===== src/rtl/disp_bcd_formatter.sv =====
// Display-word formatter for the four-digit seven-segment driver.
// Each sample is shown either as raw hex or as 4-digit packed BCD (sequential double-dabble).
module disp_bcd_formatter #(
    parameter int SAMPLE_DIV = 100000,
    parameter bit AUTO_EN    = 1'b1
) (
    input  logic        clk,
    input  logic        rst,
    input  logic [15:0] value_in,
    input  logic        mode,
    input  logic        start,
    output logic        busy,
    output logic        done,
    output logic        overflow,
    output logic [15:0] display_data
);

    localparam int CW = $clog2(SAMPLE_DIV);
    localparam logic [CW-1:0] CNT_LAST = CW'(SAMPLE_DIV - 1);

    localparam logic [1:0] S_IDLE  = 2'd0;
    localparam logic [1:0] S_SHIFT = 2'd1;
    localparam logic [1:0] S_DONE  = 2'd2;

    logic [1:0]    state_q, state_d;
    logic [CW-1:0] cnt_q, cnt_d;
    logic [15:0]   bin_q, bin_d;
    logic [15:0]   bcd_q, bcd_d;
    logic [3:0]    iter_q, iter_d;
    logic [15:0]   display_q, display_d;
    logic          overflow_q, overflow_d;

    logic          tick;
    logic          trigger;
    logic [15:0]   bcd_adj;
    logic [31:0]   shifted;

    function automatic logic [3:0] dabble(input logic [3:0] n);
        return (n >= 4'd5) ? n + 4'd3 : n;
    endfunction

    always_comb begin
        cnt_d   = (cnt_q == CNT_LAST) ? '0 : cnt_q + CW'(1);
        tick    = AUTO_EN && (cnt_q == CNT_LAST);
        trigger = start | tick;

        bcd_adj = {dabble(bcd_q[15:12]), dabble(bcd_q[11:8]),
                   dabble(bcd_q[7:4]),   dabble(bcd_q[3:0])};
        shifted = {bcd_adj, bin_q} << 1;

        state_d    = state_q;
        bin_d      = bin_q;
        bcd_d      = bcd_q;
        iter_d     = iter_q;
        display_d  = display_q;
        overflow_d = overflow_q;

        case (state_q)
            S_IDLE: begin
                // Operands are captured here; later input changes cannot affect this update.
                if (trigger) begin
                    if (!mode) begin
                        display_d  = value_in;
                        overflow_d = 1'b0;
                        state_d    = S_DONE;
                    end else if (value_in > 16'd9999) begin
                        display_d  = 16'hEEEE;
                        overflow_d = 1'b1;
                        state_d    = S_DONE;
                    end else begin
                        bin_d   = value_in;
                        bcd_d   = '0;
                        iter_d  = '0;
                        state_d = S_SHIFT;
                    end
                end
            end
            S_SHIFT: begin
                bcd_d  = shifted[31:16];
                bin_d  = shifted[15:0];
                iter_d = iter_q + 4'd1;
                if (iter_q == 4'd15) begin
                    display_d  = shifted[31:16];
                    overflow_d = 1'b0;
                    state_d    = S_DONE;
                end
            end
            S_DONE: begin
                state_d = S_IDLE;
            end
            default: begin
                state_d = S_IDLE;
            end
        endcase
    end

    always_ff @(posedge clk or posedge rst) begin
        if (rst) begin
            state_q    <= S_IDLE;
            cnt_q      <= '0;
            bin_q      <= '0;
            bcd_q      <= '0;
            iter_q     <= '0;
            display_q  <= '0;
            overflow_q <= 1'b0;
        end else begin
            state_q    <= state_d;
            cnt_q      <= cnt_d;
            bin_q      <= bin_d;
            bcd_q      <= bcd_d;
            iter_q     <= iter_d;
            display_q  <= display_d;
            overflow_q <= overflow_d;
        end
    end

    assign busy         = (state_q == S_SHIFT);
    assign done         = (state_q == S_DONE);
    assign overflow     = overflow_q;
    assign display_data = display_q;

endmodule


===== config.mk =====
export PLATFORM = sky130hd
export DESIGN_NAME = disp_bcd_formatter
export DESIGN_NICKNAME = d
export VERILOG_FILES = /design/src/rtl/disp_bcd_formatter.sv
export SDC_FILE = /design/constraint.sdc
export NUM_CORES = 1
export LEC_CHECK = 0
export CAP_MARGIN = 20
export CORE_ASPECT_RATIO = 0.8
export CORE_MARGIN = 4
export CORE_UTILIZATION = 35
export DETAILED_ROUTE_END_ITERATION = 6
export REMOVE_ABC_BUFFERS = 1
export SLEW_MARGIN = 10
export SYNTH_ARGS = -nofsm -noshare
export SYNTH_HDL_FRONTEND = slang
export SYNTH_SLANG_ARGS = --single-unit
export TNS_END_PERCENT = 5

===== constraint.sdc =====
create_clock -name clk -period 6.2 [get_ports clk]
set_clock_uncertainty 0.2 [all_clocks]
set_input_delay 1.86 -clock clk [delete_from_list [all_inputs] [get_ports clk]]
set_output_delay 1.86 -clock clk [all_outputs]
set_load 0.01 [all_outputs]

==> flow_summary.ini, run 1 <==
[routing]
wire_per_inst_um = 14.8
firstDrtPassIters = 4
num_vias = 2646
drc = 0
ant_nets = 0
wl_um = 7870
vias_per_cell = 4.99
dr.first_iter.drc_count = 116

[place]
dp_hpwl_um = 5510
io_buffers = 38
pre_cts_slack_ps = 1600
gp_congestion = 0.796
dpl_cell_area_um2 = 4150

[global_routing]
grt_usage_pct = 14.0
grt_max_degree = 43
grt_pass1_vias = 2663
antenna_found_initial = 0
grt_pass1_wl_um = 13400
overflow = 0

[power_and_ir_drop]
pwr-share-seq_pct = 41.1
switching_share_pct = 32.4
p_int_mw = 1.26
p_total_mw = 1.86
netSwitchingPower_uw = 604
power_density_nw_per_um2 = 417
p_leak_nw = 1.94
peakVddDrop_mv = 0.172
pwr-share-clk_pct = 27.7
comb_power_share_pct = 31.2

[sta]
finalCriticalPeriod_ps = 4220
fin_crit_sh_pct = 68.1
rsz0062_at_grt = false
maxSlewViolCount = 0
layout_setup_ws_ps = 1980
slew_headroom_pct = 40.2
worst_pin_slew_ps = 896
fmax_mhz = 237
setup-violations-final = 0
finalHoldViolCount = 0
fin_tns_setup_ps = 0

[critical_path]
crit_chain = clkdlybuf4s50_1 > nand4_1 > o211a_1 > nor2b_1 > nor4_4 > buf_4 > mux2_2
end_kind = flip-flop
crit_required_ps = 6210
crit_slowest_cell = clkdlybuf4s50_1
crit_family = buffers and inverters
crit_path_max_incr_delay_ps = 540
start_kind = primary input
path_max_fanout = 12
critPathBufInv = 2
path_class = primary input to flip-flop
cp_data_arrival_time_ps = 4230

[clock_tree]
cts_max_level = 3
cts_setup_buffers = 0
clk_pin_slew_ps = 50
clockBufferDepth = 2
cts-resized-gates = 0
cts_made_buffers = 9
clk_latency_ps = 330
cts_tree = built
hold_buffers = 0
cts_root_buffer = clkbuf_16
cts_sinks = 72

[layout]
final_common_cell = dfrtp_1
area_delta_synth_final_pct = 23.2
fin_area_um2 = 4470
antenna_cells = 0
drive_above_1_share_pct = 11.2
nets = 419
layout_common_cells = 72 x dfrtp_1, 38 x clkdlybuf4s50_1, 37 x o21ai_0, 33 x nand2_1, 17 x nor2_1

[floorplanning]
die_h_um = 99.0
dieArea_um2 = 12100
rows = 32
fp.coreArea_um2 = 9890
die_w_um = 122
initial_core_util_pct = 36.7
io_pins = 39

[flow_run]
drv_cap = 0

[logic_synthesis]
yosysTopAreaCell = dfrtp_1
synth.distinct_cells = 43
synthTopCellsByArea = dfrtp_1 50%, o21ai_0 5.1%, mux2i_1 4.4%
syn_area_per_cell_um2 = 10.4
synth-seq-area-share_pct = 49.7
syn_area_um2 = 3620
async_flop_share_pct = 100
synth.top_cell.area_share_pct = 49.7
ys_seq_elements = 72
yosysWarnings = 0
synth_cells = 349
synth_top_flop_cell = dfrtp_1
synth-edff-count = 0

[hold_path]
hold_class = flip-flop to flip-flop

[outcome]
status = complete, no violations
==> layout make-up <==
class	count	area (um2)
Fill cell	934	5420
Sequential cell	72	1800
Tap cell	136	170
Inverter	16	60.1
Clock inverter	3	40.0
Timing Repair Buffer	45	440
Multi-Input combinational cell	245	1690
Clock buffer	13	260
==> layer usage <==
| layer | GRT usage, % | vias to the layer above | share of wire [%] |
|---|---|---|---|
| li1 | - | 1315 | - |
| met1 | 19.9 | 1276 | 51 |
| met2 | 20.5 | 47 | 44 |
| met3 | 4.70 | 8 | 3.9 |
| met4 | 3.96 | 0 | 1.2 |
| met5 | 0 | - | 0 |
==> final timing paths <==
kind                                    from              end  slack [ps]  cells past startpoint
worst min-delay path                bin_q[5]         bin_q[5]         280                      2
min in group asynchronous                rst         cnt_q[9]        1840                      2
worst max register to register     cnt_q[13]  display_data[5]        3050                      7
worst max-delay path            value_in[13]  display_data[5]        1980                      7
max in group asynchronous                rst  display_data[3]        3000                      3
worst min register to register      bin_q[5]         bin_q[5]         280                      2
==> through the flow <==
| stage | utilization (%) | std cells | hold WS [ps] |
|---|---|---|---|
| after floorplan | - | 333 | 250 |
| after global placement | 42.0 | 513 | 264 |
| after detailed placement | 42.0 | 513 | 272 |
| after CTS | 45.0 | 529 | 285 |
| after global routing | 45.2 | 530 | 314 |
| final | 45.2 | 530 | 280 |
==> tightest hold or removal path, cell delays in order, from the launching register on <==
cell	delay [ps]
dfrtp_1	340
nand2_1	40
o21ai_0	60
==> cell families after synthesis <==
logic type	Yosys count	share of synthesized area, %
adders and majority gates	10	3.45
DFF	72	49.7
AOI/OAI and AO/OA	81	13.7
muxes	30	9.39
buffers and inverters	32	3.73
and+or+nand+nor	102	14.7
xor gates and xnor gates	22	5.32
==> power by group through the flow <==
stage | Clock [mW] | Combinational, mW | Sequential [mW]
final | 0.517 | 0.582 | 0.766
after global routing | 0.553 | 0.655 | 0.795
after CTS | 0.532 | 0.587 | 0.766
after detailed placement | 0 | 0.584 | 0.771
after global placement | 0 | 0.567 | 0.767
after floorplan | 0 | 0.376 | 0.755
==> flip-flops by register name (all words and copies together), names as in the netlist <==
register and cells:
bcd_q 16, bin_q 16, cnt_q 17, display_data 16, iter_q 4, overflow 1
state_q 2
==> Yosys cell counts (2+ instances only) <==
cell / n
clkbuf_1: 12
a22o_1: 5
mux2_4: 6
xnor2_1: 14
a31oi_1: 6
o21ai_0: 37
a21o_1: 11
nor3_1: 14
a211oi_1: 8
a21oi_1: 9
ha_1: 10
nand2_1: 33
nand4_1: 7
o31ai_1: 2
inv_1: 15
xor2_1: 8
dfrtp_1: 72
or4b_1: 2
nand3_1: 7
mux2i_1: 16
nand2b_1: 9
buf_1: 2
nor2_1: 17
mux2_2: 8
Power figures use the tool's default switching activity.
==> run 2: changes to the inputs <==
- clock period: 6.2 -> 3.7 ns (I/O delays scaled with it)
==> run 2 against run 1 <==
  * Wire length increased by 2.7%
  * Highest routed layer unchanged
  * Sequential share of layout area decreased by 0.91 points
  * Final area increased by 2.3%
==> flow_summary.ini, run 2 (synthesis gave the netlist of run 1 again) <==
[critical_path]
r2r_setup_slack_ps = 910
worst_r2r_path_depth = 7
path_class = primary input to flip-flop
reg2reg_to = display_data[14]
start_kind = primary input
crit_required_ps = 3710
cp_data_arrival_time_ps = 3240
end_kind = flip-flop
path_max_fanout = 5
r2r-start = cnt_q[13]

[hold_path]
hold_class = flip-flop to flip-flop
min_to = bin_q[1]
worstHoldPathCells = 2
holdCritStartpoint = bin_q[1]

[power_and_ir_drop]
peakVddDrop_mv = 0.263
p_total_mw = 3.14
p_leak_nw = 2.00
pwr-share-seq_pct = 40.8
switching_share_pct = 33.3
p_int_mw = 2.09
power_density_nw_per_um2 = 687
netSwitchingPower_mw = 1.05
pwr-share-clk_pct = 27.3
comb_power_share_pct = 31.9

[layout]
area_delta_synth_final_pct = 26.1
drive_above_1_share_pct = 14.3
final_common_cell = dfrtp_1
post-route-util_pct = 46.2
top_register = cnt_q
layout.cells.non_filler = 542
antenna_cells = 0
largest_register_ffs = 17
nets = 431
fin_area_um2 = 4570
layout_common_cells = 72 x dfrtp_1, 38 x clkdlybuf4s50_1, 37 x o21ai_0, 33 x nand2_1

[global_routing]
overflow = 0
grt_pass1_wl_um = 13700
grt_max_degree = 53
antenna_found_initial = 0
grt_usage_pct = 14.4
grt_pass1_vias = 2680

[floorplanning]
die_w_um = 122
dieArea_um2 = 12100
initial_core_util_pct = 36.7
die_h_um = 99.0
rows = 32
fp.coreArea_um2 = 9890
io_pins = 39

[routing]
drc = 0
num_vias = 2678
firstDrtPassIters = 4
dr.first_iter.drc_count = 162
vias_per_cell = 4.94
ant_nets = 0
wl_um = 8080
wire_per_inst_um = 14.9

[flow_run]
drv_cap = 0

[place]
dp.cells = 524
pre_cts_slack_ps = -430
dp_hpwl_um = 5670
gp_congestion = 0.786
io_buffers = 38
dpl_cell_area_um2 = 4260

[sta]
finalCriticalPeriod_ps = 3230
setup-violations-final = 0
worst_pin_slew_ps = 587
layout_setup_ws_ps = 472
fin_tns_setup_ps = 0
slew_headroom_pct = 60.5
fmax_mhz = 310
maxSlewViolCount = 0
finalHoldViolCount = 0
rsz0062_at_grt = false
whs_ps = 282
fin_crit_sh_pct = 87.3

[clock_tree]
cts_max_level = 3
cts_made_buffers = 9
clk_pin_slew_ps = 60
cts_sinks = 72
cts-resized-gates = 0
cts_tree = built
clockBufferDepth = 2
hold_buffers = 0
cts_root_buffer = clkbuf_16
cts_setup_buffers = 2
clk_latency_ps = 330

[outcome]
status = complete, no violations
## run 2: changes by cell type in the layout (fill, tap and decap cells not counted), sizes merged
cell | previous run | this run
buf | 7 | 19
clkbuf | 13 | 9
clkinv | 2 | 4
inv | 16 | 17
clkinvlp | 0 | 1
## run 2: worst max path at each step
stage	cells after the start	end	slack [ps]	startpoint
4_1_cts	7	display_data[9]	500	value_in[7]
3_3_place_gp	7	display_data[3]	-380	value_in[13]
6_report	7	display_data[9]	470	value_in[7]
3_5_place_dp	7	display_data[4]	-430	value_in[13]
2_1_floorplan	4	bin_q[10]	-80	value_in[8]
5_1_grt	7	display_data[15]	430	value_in[13]
## run 2: layout make-up
type,instances,area (um2)
clock buffers,9,225
clock inverters,7,70.1
fillers,950,5320
inverters,16,60.1
multi-input cells,245,1690
flip-flops and latches,72,1800
well taps,136,170
repair buffers,57,548
## run 2: routing by layer
metal,routed length [um],part of all wire (%),GRT usage (%)
met5,0,0,0
met4,144,1.8,5.00
met3,253,3.1,3.38
met2,3610,45,21.4
met1,4080,50,20.6
## run 2: power by group through the flow
stage | Clock (mW) | Sequential, mW | Combinational, mW
2_1_floorplan | 0 | 1.27 | 0.631
3_3_place_gp | 0 | 1.28 | 0.966
3_5_place_dp | 0 | 1.29 | 1.00
4_1_cts | 0.878 | 1.28 | 1.01
5_1_grt | 0.917 | 1.32 | 1.13
6_report | 0.858 | 1.28 | 1.00
## run 2: critical path, stage by stage
cell             delay, ps
clkdlybuf4s50_1        460
nor4_1                 570
o211a_1                240
nor2b_1                260
nor4_4                 110
buf_4                  190
mux2_4                 300
==> run 3: changes to the inputs <==
- REMOVE_ABC_BUFFERS: 1 -> unset
- clock period: 3.7 -> 4.1 ns (I/O delays scaled with it)
==> run 3 against run 2 <==
  * Final cell count increased by 0.18%
  * Sequential cell count unchanged
  * Register-to-register slack improved by 220 ps
  * Critical path depth unchanged
  * Non-clock buffer count increased by 1
  * Worst hold slack improved by 0.82 ps
  * Die area unchanged
  * Critical path type unchanged
==> flow_summary.ini, run 3 (synthesis gave the netlist of run 1 again) <==
[global_routing]
antenna_found_initial = 0
grt_pass1_vias = 2699
grt_max_degree = 43
grt_usage_pct = 14.7
grt_pass1_wl_um = 14000
overflow = 0

[layout]
top_register = cnt_q
area_delta_synth_final_pct = 27.1
layout_common_cells = 72 x dfrtp_1, 38 x clkdlybuf4s50_1, 37 x o21ai_0, 33 x nand2_1, 18 x buf_4
largest_register_ffs = 17
post-route-util_pct = 46.6
drive_above_1_share_pct = 14.5
nets = 432
final_common_cell = dfrtp_1
fin_area_um2 = 4610
antenna_cells = 0

[sta]
whs_ps = 282
fin_crit_sh_pct = 87.0
slew_headroom_pct = 54.5
maxSlewViolCount = 0
layout_setup_ws_ps = 535
finalCriticalPeriod_ps = 3570
setup-violations-final = 0
rsz0062_at_grt = false
worst_pin_slew_ps = 681
finalHoldViolCount = 0
fmax_mhz = 281

[clock_tree]
cts_sinks = 72
cts_setup_buffers = 0
cts_max_level = 3
cts_made_buffers = 9
clk_latency_ps = 340
cts-resized-gates = 0
hold_buffers = 0
clk_pin_slew_ps = 60
cts_root_buffer = clkbuf_16
clockBufferDepth = 2
cts_tree = built

[routing]
drc = 0
dr.first_iter.drc_count = 111
wl_um = 8260
num_vias = 2722
vias_per_cell = 5.01
firstDrtPassIters = 4
ant_nets = 0
wire_per_inst_um = 15.2

[hold_path]
hold_class = flip-flop to flip-flop

[logic_synthesis]
syn_nets = 379

[floorplanning]
fp.coreArea_um2 = 9890
die_h_um = 99.0
rows = 32
initial_core_util_pct = 36.7
io_pins = 39
die_w_um = 122
dieArea_um2 = 12100

[place]
gp_congestion = 0.783
pre_cts_slack_ps = -213
dp_hpwl_um = 5800
io_buffers = 38
dpl_cell_area_um2 = 4270

[critical_path]
cp_data_arrival_time_ps = 3580
path_class = primary input to flip-flop
path_max_fanout = 8
critPathBufInv = 2
crit_path_max_incr_delay_ps = 570
crit_family = simple AND/OR/NAND/NOR gates
end_kind = flip-flop
crit_required_ps = 4120
crit_slowest_cell = clkdlybuf4s50_1
crit_chain = clkdlybuf4s50_1 > nand4_1 > o211a_1 > nor2b_1 > nor4_4 > buf_4 > mux2_2
start_kind = primary input

[power_and_ir_drop]
p_leak_nw = 2.00
power_density_nw_per_um2 = 630
p_total_mw = 2.90
peakVddDrop_mv = 0.263

[outcome]
status = complete, no violations

[flow_run]
drv_cap = 0
-- run 3: final timing paths --
| path | from | to | slack, ps | depth (start not counted) |
|---|---|---|---|---|
| worst max-delay path | value_in[13] | display_data[14] | 530 | 7 |
| min in group asynchronous | rst | bin_q[11] | 1120 | 2 |
| worst min-delay path | bin_q[7] | bin_q[7] | 280 | 2 |
| worst max register to register | cnt_q[5] | display_data[14] | 1130 | 6 |
| worst min register to register | bin_q[7] | bin_q[7] | 280 | 2 |
| max in group asynchronous | rst | cnt_q[3] | 1910 | 3 |
-- run 3: worst register-to-register path: stages, from the launching register on --
cell and delay (ps):
dfrtp_1 440, or4b_1 500, nor4_2 430, nor2_4 70, nor4_4 610, buf_4 260, mux2_2 340
-- run 3: layout make-up --
| type | instances | area (um2) |
|---|---|---|
| multi-input combinational | 245 | 1710 |
| fill | 940 | 5280 |
| inverter | 16 | 60.1 |
| clock buffer | 9 | 225 |
| clock inverter | 7 | 96.3 |
| tap | 136 | 170 |
| timing repair buffer | 58 | 547 |
| sequential | 72 | 1800 |
-- run 3: per-layer routing --
layer  up-vias  part of all wire [%]  global-route usage, %
met1      1309                    52                   21.8
met4         0                   1.3                   4.39
met3        12                   5.0                   4.25
met2        61                    42                   20.7
li1       1340                     -                      -
met5         -                     0                      0
-- run 3: per-stage QoR --
| step | instances | setup TNS, ps |
|---|---|---|
| after CTS | 542 | 0 |
| final | 543 | 0 |
| after global routing | 543 | 0 |
| after floorplan | 349 | 0 |
| after detailed placement | 526 | -1050 |
| after global placement | 526 | -745 |
-- run 3: where the power goes --
part | internal (mW) | leakage (nW) | total, mW | switching (mW)
sequential | 0.947 | 0.897 | 1.15 | 0.207
combinational | 0.467 | 0.959 | 0.904 | 0.437
clock | 0.532 | 0.148 | 0.846 | 0.314
